## config.mk

```make
export PLATFORM = sky130hd
export DESIGN_NAME = ddr2_wb_wbuf
export DESIGN_NICKNAME = d
export VERILOG_FILES = /design/src/rtl/ddr2_wb_pkg.sv /design/src/rtl/wb_sync_fifo.sv /design/src/rtl/ddr2_wb_wbuf.sv
export SDC_FILE = /design/constraint.sdc
export NUM_CORES = 1
export LEC_CHECK = 0
export CAP_MARGIN = 20
export CELL_PAD_IN_SITES_DETAIL_PLACEMENT = 2
export CELL_PAD_IN_SITES_GLOBAL_PLACEMENT = 2
export CORE_MARGIN = 2
export CORE_UTILIZATION = 44
export CTS_BUF_LIST = sky130_fd_sc_hd__clkbuf_8
export DETAILED_ROUTE_END_ITERATION = 8
export GPL_TIMING_DRIVEN = 0
export HOLD_SLACK_MARGIN = 0.03
export MAX_ROUTING_LAYER = met4
export PLACE_DENSITY = 0.93
export SETUP_SLACK_MARGIN = 0.2
export SYNTH_ARGS = -nofsm -noshare
export SYNTH_HDL_FRONTEND = slang
export SYNTH_HIERARCHICAL = 1
export SYNTH_SLANG_ARGS = --single-unit
```

## constraint.sdc

```tcl
create_clock -name wb_clk_i -period 5 [get_ports wb_clk_i]
set_input_delay 0.5 -clock wb_clk_i [delete_from_list [all_inputs] [get_ports wb_clk_i]]
set_output_delay 0.5 -clock wb_clk_i [all_outputs]
set_load 0.005 [all_outputs]
```

## src/rtl/ddr2_wb_pkg.sv

```systemverilog
// Shared state encodings and default geometry for the ddr2_wb write-posting buffer.
package ddr2_wb_pkg;

  localparam int unsigned DEF_AW  = 32;
  localparam int unsigned DEF_DW  = 32;
  localparam int unsigned ENTRY_W = DEF_AW + DEF_DW + DEF_DW / 8;

  typedef enum logic [1:0] {
    S_IDLE  = 2'd0,
    S_WACK  = 2'd1,
    S_RWAIT = 2'd2,
    S_RACK  = 2'd3
  } s_state_e;

  typedef enum logic [1:0] {
    M_IDLE = 2'd0,
    M_WR   = 2'd1,
    M_RD   = 2'd2
  } m_state_e;

endpackage

```

## src/rtl/wb_sync_fifo.sv

```systemverilog
// Single-clock FIFO with a combinational head and an occupancy count 0..DEPTH.
module wb_sync_fifo
  import ddr2_wb_pkg::*;
#(
  parameter int unsigned DEPTH = 4,
  parameter int unsigned W     = ENTRY_W
) (
  input  logic                         clk,
  input  logic                         rst,
  input  logic                         push,
  input  logic                         pop,
  input  logic [W-1:0]                 din,
  output logic [W-1:0]                 dout,
  output logic [$clog2(DEPTH+1)-1:0]   count,
  output logic                         full,
  output logic                         empty
);

  localparam int unsigned PW = $clog2(DEPTH);
  localparam int unsigned CW = $clog2(DEPTH + 1);

  logic [W-1:0]  mem [DEPTH];
  logic [PW-1:0] wr_ptr;
  logic [PW-1:0] rd_ptr;
  logic          do_push;
  logic          do_pop;

  assign full    = (count == CW'(DEPTH));
  assign empty   = (count == '0);
  assign do_push = push && !full;
  assign do_pop  = pop && !empty;
  assign dout    = mem[rd_ptr];

  // Pointers wrap naturally because DEPTH is a power of two.
  always_ff @(posedge clk or posedge rst) begin
    if (rst) begin
      wr_ptr <= '0;
      rd_ptr <= '0;
      count  <= '0;
    end else begin
      if (do_push) wr_ptr <= wr_ptr + PW'(1);
      if (do_pop)  rd_ptr <= rd_ptr + PW'(1);
      case ({do_push, do_pop})
        2'b10:   count <= count + CW'(1);
        2'b01:   count <= count - CW'(1);
        default: count <= count;
      endcase
    end
  end

  always_ff @(posedge clk) begin
    if (do_push) mem[wr_ptr] <= din;
  end

endmodule

```

## src/rtl/ddr2_wb_wbuf.sv

```systemverilog
// Write-posting buffer: acks CPU writes on enqueue, drains them in order to ddr2_wb,
// and forwards reads only once every earlier write has completed downstream.
module ddr2_wb_wbuf
  import ddr2_wb_pkg::*;
#(
  parameter int unsigned DEPTH = 4,
  parameter int unsigned AW    = DEF_AW,
  parameter int unsigned DW    = DEF_DW
) (
  input  logic            wb_clk_i,
  input  logic            wb_rst_i,
  input  logic            s_cyc_i,
  input  logic            s_stb_i,
  input  logic            s_we_i,
  input  logic [DW/8-1:0] s_sel_i,
  input  logic [AW-1:0]   s_adr_i,
  input  logic [DW-1:0]   s_dat_i,
  output logic [DW-1:0]   s_dat_o,
  output logic            s_ack_o,
  output logic            m_cyc_o,
  output logic            m_stb_o,
  output logic            m_we_o,
  output logic [DW/8-1:0] m_sel_o,
  output logic [AW-1:0]   m_adr_o,
  output logic [DW-1:0]   m_dat_o,
  input  logic [DW-1:0]   m_dat_i,
  input  logic            m_ack_i,
  output logic            wbuf_empty
);

  localparam int unsigned SW = DW / 8;
  localparam int unsigned EW = AW + SW + DW;
  localparam int unsigned CW = $clog2(DEPTH + 1);

  s_state_e        s_state, s_state_n;
  m_state_e        m_state, m_state_n;
  logic            push_c, pop_c;
  logic [EW-1:0]   head;
  logic [CW-1:0]   fifo_count;
  logic            fifo_full, fifo_empty;
  logic            rd_req;
  logic [AW-1:0]   rd_adr, rd_adr_n;
  logic            s_ack_n;
  logic [DW-1:0]   s_dat_n;
  logic            m_cyc_n, m_stb_n, m_we_n;
  logic [SW-1:0]   m_sel_n;
  logic [AW-1:0]   m_adr_n;
  logic [DW-1:0]   m_dat_n;

  wb_sync_fifo #(.DEPTH(DEPTH), .W(EW)) u_fifo (
    .clk   (wb_clk_i),
    .rst   (wb_rst_i),
    .push  (push_c),
    .pop   (pop_c),
    .din   ({s_adr_i, s_sel_i, s_dat_i}),
    .dout  (head),
    .count (fifo_count),
    .full  (fifo_full),
    .empty (fifo_empty)
  );

  assign rd_req     = (s_state == S_RWAIT);
  assign wbuf_empty = (fifo_count == '0) && ((m_state == M_IDLE) || (m_state == M_RD));

  always_ff @(posedge wb_clk_i or posedge wb_rst_i) begin
    if (wb_rst_i) begin
      s_state <= S_IDLE;
      m_state <= M_IDLE;
      s_ack_o <= 1'b0;
      s_dat_o <= '0;
      rd_adr  <= '0;
      m_cyc_o <= 1'b0;
      m_stb_o <= 1'b0;
      m_we_o  <= 1'b0;
      m_sel_o <= '0;
      m_adr_o <= '0;
      m_dat_o <= '0;
    end else begin
      s_state <= s_state_n;
      m_state <= m_state_n;
      s_ack_o <= s_ack_n;
      s_dat_o <= s_dat_n;
      rd_adr  <= rd_adr_n;
      m_cyc_o <= m_cyc_n;
      m_stb_o <= m_stb_n;
      m_we_o  <= m_we_n;
      m_sel_o <= m_sel_n;
      m_adr_o <= m_adr_n;
      m_dat_o <= m_dat_n;
    end
  end

  // Upstream side: posts writes into the queue, parks reads until the master returns data.
  always_comb begin
    s_state_n = s_state;
    s_ack_n   = 1'b0;
    s_dat_n   = s_dat_o;
    rd_adr_n  = rd_adr;
    push_c    = 1'b0;
    case (s_state)
      S_IDLE: begin
        if (s_cyc_i && s_stb_i && s_we_i) begin
          if (!fifo_full) begin
            push_c    = 1'b1;
            s_ack_n   = 1'b1;
            s_state_n = S_WACK;
          end
        end else if (s_cyc_i && s_stb_i) begin
          rd_adr_n  = s_adr_i;
          s_state_n = S_RWAIT;
        end
      end
      S_WACK:  s_state_n = S_IDLE;
      S_RWAIT: begin
        if (m_ack_i && (m_state == M_RD)) begin
          s_dat_n   = m_dat_i;
          s_ack_n   = 1'b1;
          s_state_n = S_RACK;
        end
      end
      S_RACK:  s_state_n = S_IDLE;
      default: s_state_n = S_IDLE;
    endcase
  end

  // Downstream side: queued writes always win, so a read only issues on an empty queue.
  always_comb begin
    m_state_n = m_state;
    m_cyc_n   = m_cyc_o;
    m_stb_n   = m_stb_o;
    m_we_n    = m_we_o;
    m_sel_n   = m_sel_o;
    m_adr_n   = m_adr_o;
    m_dat_n   = m_dat_o;
    pop_c     = 1'b0;
    case (m_state)
      M_IDLE: begin
        if (!fifo_empty) begin
          m_cyc_n   = 1'b1;
          m_stb_n   = 1'b1;
          m_we_n    = 1'b1;
          m_adr_n   = head[EW-1 -: AW];
          m_sel_n   = head[DW+SW-1 -: SW];
          m_dat_n   = head[DW-1:0];
          m_state_n = M_WR;
        end else if (rd_req) begin
          m_cyc_n   = 1'b1;
          m_stb_n   = 1'b1;
          m_we_n    = 1'b0;
          m_sel_n   = '1;
          m_adr_n   = rd_adr;
          m_state_n = M_RD;
        end
      end
      M_WR: begin
        if (m_ack_i) begin
          pop_c     = 1'b1;
          m_cyc_n   = 1'b0;
          m_stb_n   = 1'b0;
          m_we_n    = 1'b0;
          m_state_n = M_IDLE;
        end
      end
      M_RD: begin
        if (m_ack_i) begin
          m_cyc_n   = 1'b0;
          m_stb_n   = 1'b0;
          m_state_n = M_IDLE;
        end
      end
      default: m_state_n = M_IDLE;
    endcase
  end

endmodule

```

==> flow_metrics.py <==
metrics = {
    "grt": {
        "overflow": 0,
        "grt_pass1_vias": 9786,
        "grt_max_degree": 80,
        "grtUsageTotal_pct": 22.4,
        "antenna_found_initial": 2,
        "grt_pass1_wl_um": 61400,
    },
    "routing": {
        "vias": 8213,
        "drt_first_pass_iters": 4,
        "wl_um": 39900,
        "drt-vias-per-instance": 5.22,
        "drc": 0,
        "first_iter_violations": 264,
        "antenna_left": 0,
        "wl_per_cell_um": 25.4,
    },
    "sta": {
        "min_period_ns": 3.02,
        "final.period_utilization_pct": 60.4,
        "relSlewSlack_pct": 39.0,
        "worstMarginPinSlew_ns": 0.915,
        "fin_skew_ns": 0.0243,
        "timing.fmax_mhz": 331,
        "rsz0062_at_grt": "no",
        "slew_violations": 0,
        "finalSetupViolCount": 0,
        "hold_viol": 0,
    },
    "synth": {
        "yosysSeqAreaShare_pct": 73.3,
        "synth-compound-area-share_pct": 0.900,
        "synth_edf_count": 272,
        "synth_mux_area_share_pct": 21.5,
        "synth_ff_type": "edfxtp_1",
        "synth_seq_cells": 418,
        "synth_top_family_by_area": "multiplexers",
        "synth_nets": 872,
        "yosys.area_share.simple_pct": 0.939,
        "yosysWarnings": 6,
        "syn-mean-instance-area_sq_um": 21.3,
        "synthAdderAreaFrac_pct": 0.823,
        "syn-cell-area_sq_um": 16100,
        "synth.distinct_cells": 40,
        "synth_xor_area_share_pct": 0.326,
        "syn_inst": 756,
        "synth_async_sr_flop_share_pct": 34.9,
    },
    "run_status": {
        "status": "finished clean",
    },
    "clocking": {
        "numCtsBuffers": 73,
        "tritoncts": "done",
        "clk_latency_ns": 0.61,
        "cts_hold_buf": 0,
        "cts_root_buf": "clkbuf_8",
        "cts.sinks": 418,
        "cts_resized": 0,
        "path_clk_slew_ns": 0.06,
        "cts_buffer_depth": 3,
        "post_cts_buffers": 0,
        "cts-htree-levels": 3,
    },
    "finish": {
        "syn2layout_area_growth_pct": 26.2,
        "drive_gt1_share_pct": 33.1,
        "final_core_util_pct": 56.0,
        "final_cells": 1572,
        "nNetsFinal": 1162,
        "fillers": 3044,
    },
    "die": {
        "start_util_pct": 44.4,
        "die_area_sq_um": 38200,
        "rows": 70,
        "die_y_um": 195,
        "coreArea_sq_um": 36300,
        "io_pins": 211,
        "die_w_um": 195,
    },
    "setup_path": {
        "cp-start-kind": "flop",
        "critPathCaptureType": "output port",
        "cp.required_ns": 4.50,
        "cp.arrival_ns": 2.52,
        "worst-path-max-fanout": 7,
        "crit_type": "flop to output port",
    },
    "pwr": {
        "p_sw_share_pct": 28.8,
        "peakVddDrop_v": 0.000312,
        "powerDensity_nw_per_um2": 583,
        "p_seq_share_pct": 40.4,
        "leakagePower_uw": 0.00758,
        "share_comb_of_total_power_pct": 34.9,
        "p_switching_uw": 3420,
        "p_clk_share_pct": 24.7,
        "p_total_uw": 11900,
        "p_int_uw": 8440,
    },
    "min_path": {
        "hold_path.class": "primary input to asynchronous set/reset pin",
    },
    "placement": {
        "port_buffers": 210,
        "gp_congestion": 0.721,
        "dp.cells": 1439,
        "dp_hpwl_um": 25600,
    },
    "job": {
        "drv_cap": 0,
    },
}
[power groups by stage]
| stage | logic [uW] | registers, uW | clock network (uW) |
|---|---|---|---|
| finish | 4140 | 4790 | 2930 |
| detailed placement | 4200 | 4850 | 0 |
| global placement | 3970 | 4780 | 0 |
| global route | 4460 | 4870 | 3180 |
| floorplan | 2440 | 4760 | 0 |
| CTS | 4230 | 4800 | 3050 |
[registers in the layout, indices dropped and copies added (netlist names)]
name	cells
u_fifo/mem	272
m_adr_o	32
m_dat_o	32
rd_adr	32
s_dat_o	32
m_sel_o	4
u_fifo/count	3
m_state	2
s_state	2
u_fifo/rd_ptr	2
u_fifo/wr_ptr	2
m_stb_o	1
m_we_o	1
s_ack_o	1
[path summary, 6_finish.rpt]
| kind | start | endpoint | slack, ns | cells after the start |
|---|---|---|---|---|
| worst max-delay path | m_state[0] | wbuf_empty | 1.98 | 5 |
| worst min-delay path | wb_rst_i | u_fifo/count[0] | 0.32 | 2 |
| worst max register to register | u_fifo/count[2] | u_fifo/mem[2][41] | 2.06 | 6 |
| worst min register to register | m_sel_o[0] | m_sel_o[0] | 0.49 | 1 |
| max in group asynchronous | wb_rst_i | m_dat_o[14] | 3.85 | 3 |
| min in group wb_clk_i | m_sel_o[0] | m_sel_o[0] | 0.49 | 1 |
[metrics by stage]
step	instance area, sq um	setup slack, ns	TNS (ns)	hold WS [ns]
2_1_floorplan	16100	0.775	0	0.303
3_3_place_gp	18800	-2.01	-384.00	0.469
3_5_place_dp	19000	1.75	0	0.489
4_1_cts	20300	1.93	0	0.308
5_1_grt	20300	1.87	0	0.317
6_report	20300	1.98	0	0.321
[cell type report]
cell class | count | area, sq um | area share [%]
multi-input combinational | 291 | 3960 | 19.5
inverter | 12 | 52.6 | 0.258
clock inverter | 47 | 215 | 1.06
timing repair buffer | 215 | 2240 | 11.0
buffer | 35 | 308 | 1.51
clock buffer | 84 | 1160 | 5.68
tap | 468 | 586 | 2.88
antenna | 2 | 5.00 | 0.0246
sequential | 418 | 11800 | 58.1
[cell usage in the layout (no fill, tap or decap), types with 3 or more instances in the layout]
cell and instances:
a21oi_1 3, and2_4 4, buf_1 3, buf_12 7, buf_16 5, buf_2 17
buf_4 3, buf_6 4, clkbuf_8 84, clkdlybuf4s50_1 210, clkinv_1 8, clkinvlp_4 3
dfrtp_1 146, edfxtp_1 272, ha_1 9, inv_1 45, mux2_2 131, mux2_4 30
mux4_2 68, nand2_1 4, nand2b_1 4, nor2_1 4, o22a_1 4, xnor2_1 3
xor2_1 3
[cell usage after synthesis, drive strengths merged (2+ instances only)]
cell / instances / share of area (%)
and2: 5 / 0.19
o21ai: 2 / 0.062
xor2: 3 / 0.16
nand2b: 4 / 0.16
mux4: 68 / 9.5
inv: 12 / 0.28
o22a: 4 / 0.22
buf: 34 / 1.9
a22o: 2 / 0.11
edfxtp: 272 / 51
mux2: 161 / 12
nor4: 2 / 0.078
dfrtp: 146 / 23
nor2b: 2 / 0.093
ha: 9 / 0.70
a21oi: 4 / 0.15
nor2: 4 / 0.093
nand2: 4 / 0.093
a31o: 2 / 0.11
xnor2: 3 / 0.16
[routing by layer]
| metal | part of all wire (%) | track usage [%] | vias up | wire, um |
|---|---|---|---|---|
| met5 | 0 | - | - | 0 |
| met4 | 1.7 | 6.62 | 0 | 673 |
| met3 | 4.6 | 5.03 | 61 | 1830 |
| met2 | 53 | 37.9 | 206 | 21100 |
| met1 | 41 | 27.0 | 4377 | 16200 |
| li1 | - | - | 3569 | - |
[worst max-delay path, cell delays in order (launching register included)]
cell and delay [ns]:
dfrtp_1 0.43, inv_1 0.11, ha_1 0.37, nor2_1 0.10, nor4_1 0.32, clkdlybuf4s50_1 0.58
[kinds of logic (layout without fill, tap and decap cells)]
| group | after synthesis | in the layout |
|---|---|---|
| AO/OA/AOI/OAI | 19 | 19 |
| XOR/XNOR | 6 | 6 |
| adder cells (fa/ha/maj) | 10 | 10 |
| buffers and inverters | 47 | 393 |
| flip-flops | 418 | 418 |
| multiplexers | 230 | 230 |
| other | 0 | 2 |
| AND/OR/NAND/NOR | 26 | 26 |
Note: power is estimated with default switching activity, not from simulation.
